$ cat src/rtl/lvdc_pio_master.sv
// PIO bus sequencer: turns single-cycle core requests into timed
// setup/strobe/hold cycles on DB, I, nIOR and nIOW.
module lvdc_pio_master #(
    parameter int SETUP_CYC  = 2,
    parameter int STROBE_CYC = 4,
    parameter int HOLD_CYC   = 2,
    parameter int TURN_CYC   = 1
) (
    input  logic        clk,
    input  logic        rstb,
    input  logic        req,
    input  logic        we,
    input  logic [12:0] addr,
    input  logic [25:0] wdata,
    output logic        busy,
    output logic        done,
    output logic [25:0] rdata,
    output logic [12:0] I,
    output logic [25:0] db_out,
    output logic        db_oe,
    input  logic [25:0] db_in,
    output logic        nIOR,
    output logic        nIOW
);

    localparam logic [2:0] S_IDLE   = 3'd0;
    localparam logic [2:0] S_SETUP  = 3'd1;
    localparam logic [2:0] S_STROBE = 3'd2;
    localparam logic [2:0] S_HOLD   = 3'd3;
    localparam logic [2:0] S_TURN   = 3'd4;

    localparam logic [3:0] SETUP_LD  = 4'(SETUP_CYC - 1);
    localparam logic [3:0] STROBE_LD = 4'(STROBE_CYC - 1);
    localparam logic [3:0] HOLD_LD   = 4'(HOLD_CYC - 1);
    localparam logic [3:0] TURN_LD   = 4'((TURN_CYC > 0) ? TURN_CYC - 1 : 0);
    localparam bit         HAS_TURN  = (TURN_CYC > 0);

    logic [2:0]  state_q, state_d;
    logic [3:0]  cnt_q, cnt_d;
    logic        we_q, we_d;
    logic        busy_q, busy_d;
    logic        done_q, done_d;
    logic [25:0] rdata_q, rdata_d;
    logic [12:0] i_q, i_d;
    logic [25:0] db_out_q, db_out_d;
    logic        db_oe_q, db_oe_d;
    logic        nior_q, nior_d;
    logic        niow_q, niow_d;

    always_comb begin
        state_d  = state_q;
        cnt_d    = cnt_q;
        we_d     = we_q;
        busy_d   = busy_q;
        done_d   = 1'b0;
        rdata_d  = rdata_q;
        i_d      = i_q;
        db_out_d = db_out_q;
        db_oe_d  = db_oe_q;
        nior_d   = nior_q;
        niow_d   = niow_q;
        case (state_q)
            S_IDLE: begin
                if (req) begin
                    we_d    = we;
                    i_d     = addr;
                    busy_d  = 1'b1;
                    cnt_d   = SETUP_LD;
                    state_d = S_SETUP;
                    if (we) begin
                        db_out_d = wdata;
                        db_oe_d  = 1'b1;
                    end
                end
            end
            S_SETUP: begin
                if (cnt_q == 4'd0) begin
                    niow_d  = ~we_q;
                    nior_d  = we_q;
                    cnt_d   = STROBE_LD;
                    state_d = S_STROBE;
                end else begin
                    cnt_d = cnt_q - 4'd1;
                end
            end
            S_STROBE: begin
                if (cnt_q == 4'd0) begin
                    nior_d  = 1'b1;
                    niow_d  = 1'b1;
                    cnt_d   = HOLD_LD;
                    state_d = S_HOLD;
                    if (!we_q) begin
                        rdata_d = db_in;
                    end
                end else begin
                    cnt_d = cnt_q - 4'd1;
                end
            end
            S_HOLD: begin
                if (cnt_q == 4'd0) begin
                    db_oe_d = 1'b0;
                    done_d  = 1'b1;
                    // reads leave a bus-idle gap so a slow peripheral can release DB
                    if (we_q || !HAS_TURN) begin
                        busy_d  = 1'b0;
                        cnt_d   = 4'd0;
                        state_d = S_IDLE;
                    end else begin
                        cnt_d   = TURN_LD;
                        state_d = S_TURN;
                    end
                end else begin
                    cnt_d = cnt_q - 4'd1;
                end
            end
            S_TURN: begin
                if (cnt_q == 4'd0) begin
                    busy_d  = 1'b0;
                    state_d = S_IDLE;
                end else begin
                    cnt_d = cnt_q - 4'd1;
                end
            end
            default: begin
                state_d = S_IDLE;
                cnt_d   = 4'd0;
                busy_d  = 1'b0;
                db_oe_d = 1'b0;
                nior_d  = 1'b1;
                niow_d  = 1'b1;
            end
        endcase
    end

    always_ff @(posedge clk or negedge rstb) begin
        if (!rstb) begin
            state_q  <= S_IDLE;
            cnt_q    <= 4'd0;
            we_q     <= 1'b0;
            busy_q   <= 1'b0;
            done_q   <= 1'b0;
            rdata_q  <= 26'd0;
            i_q      <= 13'd0;
            db_out_q <= 26'd0;
            db_oe_q  <= 1'b0;
            nior_q   <= 1'b1;
            niow_q   <= 1'b1;
        end else begin
            state_q  <= state_d;
            cnt_q    <= cnt_d;
            we_q     <= we_d;
            busy_q   <= busy_d;
            done_q   <= done_d;
            rdata_q  <= rdata_d;
            i_q      <= i_d;
            db_out_q <= db_out_d;
            db_oe_q  <= db_oe_d;
            nior_q   <= nior_d;
            niow_q   <= niow_d;
        end
    end

    assign busy   = busy_q;
    assign done   = done_q;
    assign rdata  = rdata_q;
    assign I      = i_q;
    assign db_out = db_out_q;
    assign db_oe  = db_oe_q;
    assign nIOR   = nior_q;
    assign nIOW   = niow_q;

endmodule
$ cat config.mk
export PLATFORM = sky130hd
export DESIGN_NAME = lvdc_pio_master
export DESIGN_NICKNAME = d
export VERILOG_FILES = /design/src/rtl/lvdc_pio_master.sv
export SDC_FILE = /design/constraint.sdc
export NUM_CORES = 1
export LEC_CHECK = 0
export ABC_AREA = 0
export CORE_MARGIN = 1
export CORE_UTILIZATION = 30
export CTS_CLUSTER_DIAMETER = 30
export DETAILED_ROUTE_END_ITERATION = 8
export GPL_TIMING_DRIVEN = 0
export PLACE_DENSITY = 0.59
export SLEW_MARGIN = 20
export SYNTH_ARGS = -nofsm -noshare
export SYNTH_HDL_FRONTEND = slang
export SYNTH_SLANG_ARGS = --single-unit
export TNS_END_PERCENT = 10
$ cat constraint.sdc
create_clock -name clk -period 4.36 [get_ports clk]
set_input_delay 0.436 -clock clk [delete_from_list [all_inputs] [get_ports clk]]
set_output_delay 0.436 -clock clk [all_outputs]
set_load 0.1 [all_outputs]
======== Word level (Yosys, flattened, before mapping) ========
Index checks and enable logic that the tools add are counted.
storage, ports and cells
  word-level logic and storage cells ...... 69
  bits in writable memories ............... 0
  memories ................................ 0
  bits in read-only memories .............. 0
  bits of input ports ..................... 69
  output and inout bits ................... 70
  register bits after elaboration ......... 78
  latch bits .............................. 0
cells by class
  bitwise logic cells ..................... 4
  div/mod/pow operators ................... 0
  shift operators ......................... 0
  magnitude comparators ................... 0
  $add $sub $neg .......................... 1
  multiply operators ...................... 0
  reductions and logical operators ........ 13
  equal/unequal tests ..................... 12
  multiplexer cells ....................... 28
operator list
  operator               count
  $mux W4                5
  $pmux W4 S5            1
  $mux W3                6
  $ne A2 B2 Y1 const B   8
  $pmux W3 S5            1
  $mux W1                11
  $reduce_and A5 Y1      2
  $pmux W1 S3            3
  $reduce_and A3 Y1      3
  $eq A3 B2 Y1 const B   2
  $reduce_or A3 Y1       2
  $logic_not A4 Y1       1
  $not A1 Y1             4
  $pmux W1 S4            1
  $reduce_and A2 Y1      2
  $reduce_and A4 Y1      1
  $sub A4 B1 Y4 const B  1
  $eq A3 B1 Y1 const B   1
  $eq A3 B3 Y1 const B   1
  $logic_not A3 Y1       1
  $reduce_or A2 Y1       1

======== Logic depth before layout (Yosys ltp) ========
  word-level depth ........................ 4
  mapped depth ............................ 8
  depth with buffers taken out ............ 6

======== Worst setup path after synthesis ========
No wires, ideal clock.
  kind .................................... register to register
  from .................................... register cnt_q[0]
  to ...................................... register rdata_q[10] (netlist: rdata[10])
  buffers on the path ..................... 3
  data arrival time ....................... 2.178 ns
  required time ........................... 4.235 ns
  period minus slack after synthesis ...... 2.303 ns
  setup time .............................. 0.125 ns
  stages on the path, launching flop included .. 9
  path slack .............................. 2.057 ns
  cell sequence ........................... dfrtp_1 > inv_1 > ha_1 > or3b_1 > buf_2 > or4_4 > buf_6 > buf_6 > mux2_4
on the way
  word-level cells in the longest chain between the ends .. 2
ends and longest elaborated chain
  element                             line  text
  start: declaration                  39    logic [3:0] cnt_q, cnt_d;
  start signal: assignment            150   cnt_q <= cnt_d;
  $logic_not A4 Y1                    87    if (cnt_q == 4'd0) begin
  $reduce_and A3 Y1 (no source line)  n/a
  end signal: assignment              154   rdata_q <= rdata_d;
  end: declaration                    43    logic [25:0] rdata_q, rdata_d;
Every way passes these cells.
A chain may end at the register's enable or synchronous reset.

======== Final worst setup path ========
  from .................................... input port req
  to ...................................... register db_out_q[7] (netlist: db_out[7])
on the way
  word-level cells in the longest chain between the ends .. 1
ends and longest elaborated chain
  element                             line  text
  start: declaration                  11    input logic req,
  $reduce_and A3 Y1 (no source line)  n/a
  end signal: assignment              156   db_out_q <= db_out_d;
  end: declaration                    45    logic [25:0] db_out_q, db_out_d;
Every way passes these cells.

==> summary.log <==
INFO  run_status     outcome=finished clean
INFO  drt            dr_total_vias=2269
INFO  floorplan      initial_utilization=31.00%
INFO  drt            finalWirelength=7.210mm
INFO  critical_path  timing.critical_path.slowest_cell_delay=730ps
INFO  timing         setup_total_negative_slack=0ps
INFO  timing         final_hold_violation_count=0
INFO  layout         n_antenna_cell=0
INFO  critical_path  crit_required=4590ps
INFO  timing         clock-skew-final=10.56ps
INFO  timing         final.period_utilization=57.14%
INFO  layout         final_net_count=433
INFO  timing         setup_repair_after_global_routing_missed_its_margin=false
INFO  critical_path  cell_chain_critical_path=clkdlybuf4s50_1, nor4b_2, nand2_2, clkbuf_1, mux2_2
INFO  synthesis      post_synth_inst_count=213
INFO  synthesis      synth.cell_area=3201µm²
INFO  synthesis      fraction_of_the_mapped_netlist_area_in_compound_gates=5.278%
INFO  critical_path  timing.critical_path.to_type=flop
INFO  global_routing grt_util_all_layers=13.85%
INFO  critical_path  setup.worst_path.class=input pin to flop
INFO  synthesis      muxShareOfSynthArea=25.84%
INFO  timing         timing.fmax=401.4MHz
INFO  synthesis      yosys-top-cells-count=76 x dfrtp_1, 45 x mux2_2, 20 x mux2_4
INFO  timing         post-route-min-period=2491ps
INFO  run            cap_viol_max_count=0
INFO  layout         final_core_utilization=48.64%
INFO  synthesis      yosys.cell_types.count=35
INFO  floorplan      ioPinCount=139
INFO  synthesis      synth-edff-count=0
INFO  floorplan      placementRows=37
INFO  place          place.port_buffers=138
INFO  clocking       h_tree_level_count=3
INFO  clocking       tritoncts=done
INFO  timing         maxSlewHeadroom=32.35%
INFO  drt            vias_per_cell=4.511
INFO  critical_path  worst_r2r_path_depth=8
INFO  synthesis      synth-main-ff-cell=dfrtp_1
INFO  clocking       cts-root-buf=clkbuf_8
INFO  place          dp.final_hpwl=5.193mm
INFO  global_routing via_count_of_the_first_global_routing_pass=2423
INFO  clocking       cts_num_sinks=78
INFO  floorplan      die_x=105.3µm
INFO  critical_path  timing.critical_path.from_type=input pin
INFO  layout         area_delta_synth_final=56.88%
INFO  clocking       inserted_clock_buffers=9
INFO  place          postPlaceCellArea=4770µm²
INFO  global_routing globalRouteOverflowTotal=0
INFO  drt            drtIter0Drc=66
INFO  synthesis      synth.largest_area_cell=dfrtp_1
INFO  timing         max_slew.worst_pin.slew=1012ps
INFO  critical_path  setup.reg_to_reg.worst_slack=1890ps
INFO  floorplan      floorplan.die_area=11090µm²
INFO  global_routing grtUsageMet2=20.21%
INFO  critical_path  critical_path.top_delay_family=simple AND/OR/NAND/NOR gates
INFO  synthesis      synth.top_cell.area_share=59.42%
INFO  layout         post-route-cell-area=5021µm²
INFO  critical_path  worst-path-max-fanout=10
INFO  critical_path  r2r_start=cnt_q[0]
INFO  synthesis      synth-async-reset-ratio=100.0%
INFO  critical_path  cp.arrival=2720ps
INFO  synthesis      net_count_after_synthesis=283
INFO  layout         layout-drive-gt1-share=24.52%
INFO  floorplan      die_height=105.3µm
INFO  critical_path  critical_path.n_buffers_inverters=2
INFO  timing         post_route_worst_hold_slack=72.48ps
INFO  timing         slew_violations=0
INFO  critical_path  worstReg2RegEnd=rdata[5]
INFO  floorplan      design.core.area=10320µm²
INFO  drt            post-route-drc-count=0
INFO  synthesis      synth_xor_area_share=0.8210%
INFO  synthesis      yosys.cell_count.top_type=dfrtp_1
INFO  synthesis      synth_warnings=0
INFO  synthesis      synth_top_cells_by_area=dfrtp_1 59%, mux2_2 16%, mux2_4 9.4%, dfstp_2 1.6%, a21oi_1 1.6%
INFO  hold_path      hold_path_class=input pin to async pin
INFO  clocking       hold_buffer_count_at_cts=0
INFO  place          gp_routability_congestion=0.7957
INFO  drt            drt_pre_antenna_iters=4
INFO  clocking       later_pin_clock_latency_in_the_skew_report=350ps
INFO  clocking       clk_transition_reported_paths=80ps
INFO  clocking       cts_post_setup_buffers_inserted=0
INFO  global_routing grt_max_degree=42
INFO  synthesis      dominant_combinational_cell_family_by_area_after_synthesis=multiplexers
INFO  synthesis      post_synth_and_or_nand_nor_area_fraction=4.183%
INFO  synthesis      synth_seq_cells=78
INFO  clocking       clk_path_buf_depth=2
INFO  clocking       cts-resized-gates=0
INFO  global_routing grt_use_met3=4.143%
INFO  synthesis      avgSynthCellArea=15.03µm²
INFO  synthesis      synthAdderAreaFrac=0.3909%
INFO  global_routing grt_most_used_layer=met2
INFO  drt            routedWlPerCell=14.33µm
INFO  synthesis      yosysSeqAreaShare=61.06%
INFO  global_routing grt_use_met1=18.62%
INFO  critical_path  worst_path_max_delay_cell=nor4b_2
INFO  global_routing number_of_antenna_violations_at_the_first_check_in_global_routing=0
INFO  drt            final_antenna_net_count=0
INFO  global_routing grt_first_pass_wirelength=12.01mm
INFO  timing         setup_viol_count_final=0
-- cells by family (layout without fill, tap and decap cells) --
group | count (synthesis) | count (layout)
xor gates and xnor gates | 3 | 3
DFF | 78 | 78
adders and majority gates | 1 | 1
and+or+nand+nor | 23 | 23
AOI/OAI and AO/OA | 27 | 27
muxes | 67 | 67
buffers and inverters | 14 | 168
-- metal layers --
metal	routed length, µm	part of all wire [%]
met5	0	0
met3	603	8.4
met2	3106	43
met1	3356	47
met4	143	2.0
-- worst max path at each step --
stage	startpoint	endpoint	cells past startpoint
floorplan	cnt_q[0]	rdata[10]	8
global placement	rstb	db_out[21]	1
detailed placement	req	db_out[6]	5
CTS	req	db_out[6]	5
global route	req	db_out[10]	5
finish	req	db_out[7]	5
-- through the flow --
| step | worst slack (ps) | cells |
|---|---|---|
| after global placement | -112.6 | 487 |
| after CTS | 1836 | 503 |
| final | 1869 | 503 |
| after detailed placement | 1457 | 488 |
| after global routing | 1698 | 503 |
| after floorplan | 2057 | 213 |
-- placed cells by master, fill, tap and decap left out, types with 2 or more instances in the layout --
master	Yosys	layout
clkdlybuf4s50_1	0	137
o22a_1	2	2
nor2_1	5	5
clkbuf_8	0	9
dfstp_2	2	2
o32a_1	2	2
clkbuf_1	5	7
inv_1	3	3
mux2_4	20	20
nor2b_1	2	2
mux2_2	45	45
buf_6	3	3
xor2_1	2	2
buf_2	2	2
bufinv_16	0	4
a21oi_1	10	10
a31oi_1	2	2
nor3_1	2	2
nand2_1	6	6
mux2i_1	2	2
o21ai_0	6	6
dfrtp_1	76	76
-- state kept, by name, summed over array words and instances (netlist names) --
register / flops
I: 13
busy: 1
cnt_q: 4
db_oe: 1
db_out: 26
done: 1
nIOR: 1
nIOW: 1
rdata: 26
state_q: 3
we_q: 1
-- cell type report --
class	count	area, µm²
clock inverters	4	120.1
plain buffers	11	66.31
multi-input cells	121	1169
flip-flops and latches	78	1954
well taps	136	170.2
clock buffers	11	131.4
inverters	3	11.26
repair buffers	139	1399
fillers	937	5303
Power is not shown: default switching activity piles up to over one toggle a cycle in this logic, so the estimate is an artifact.
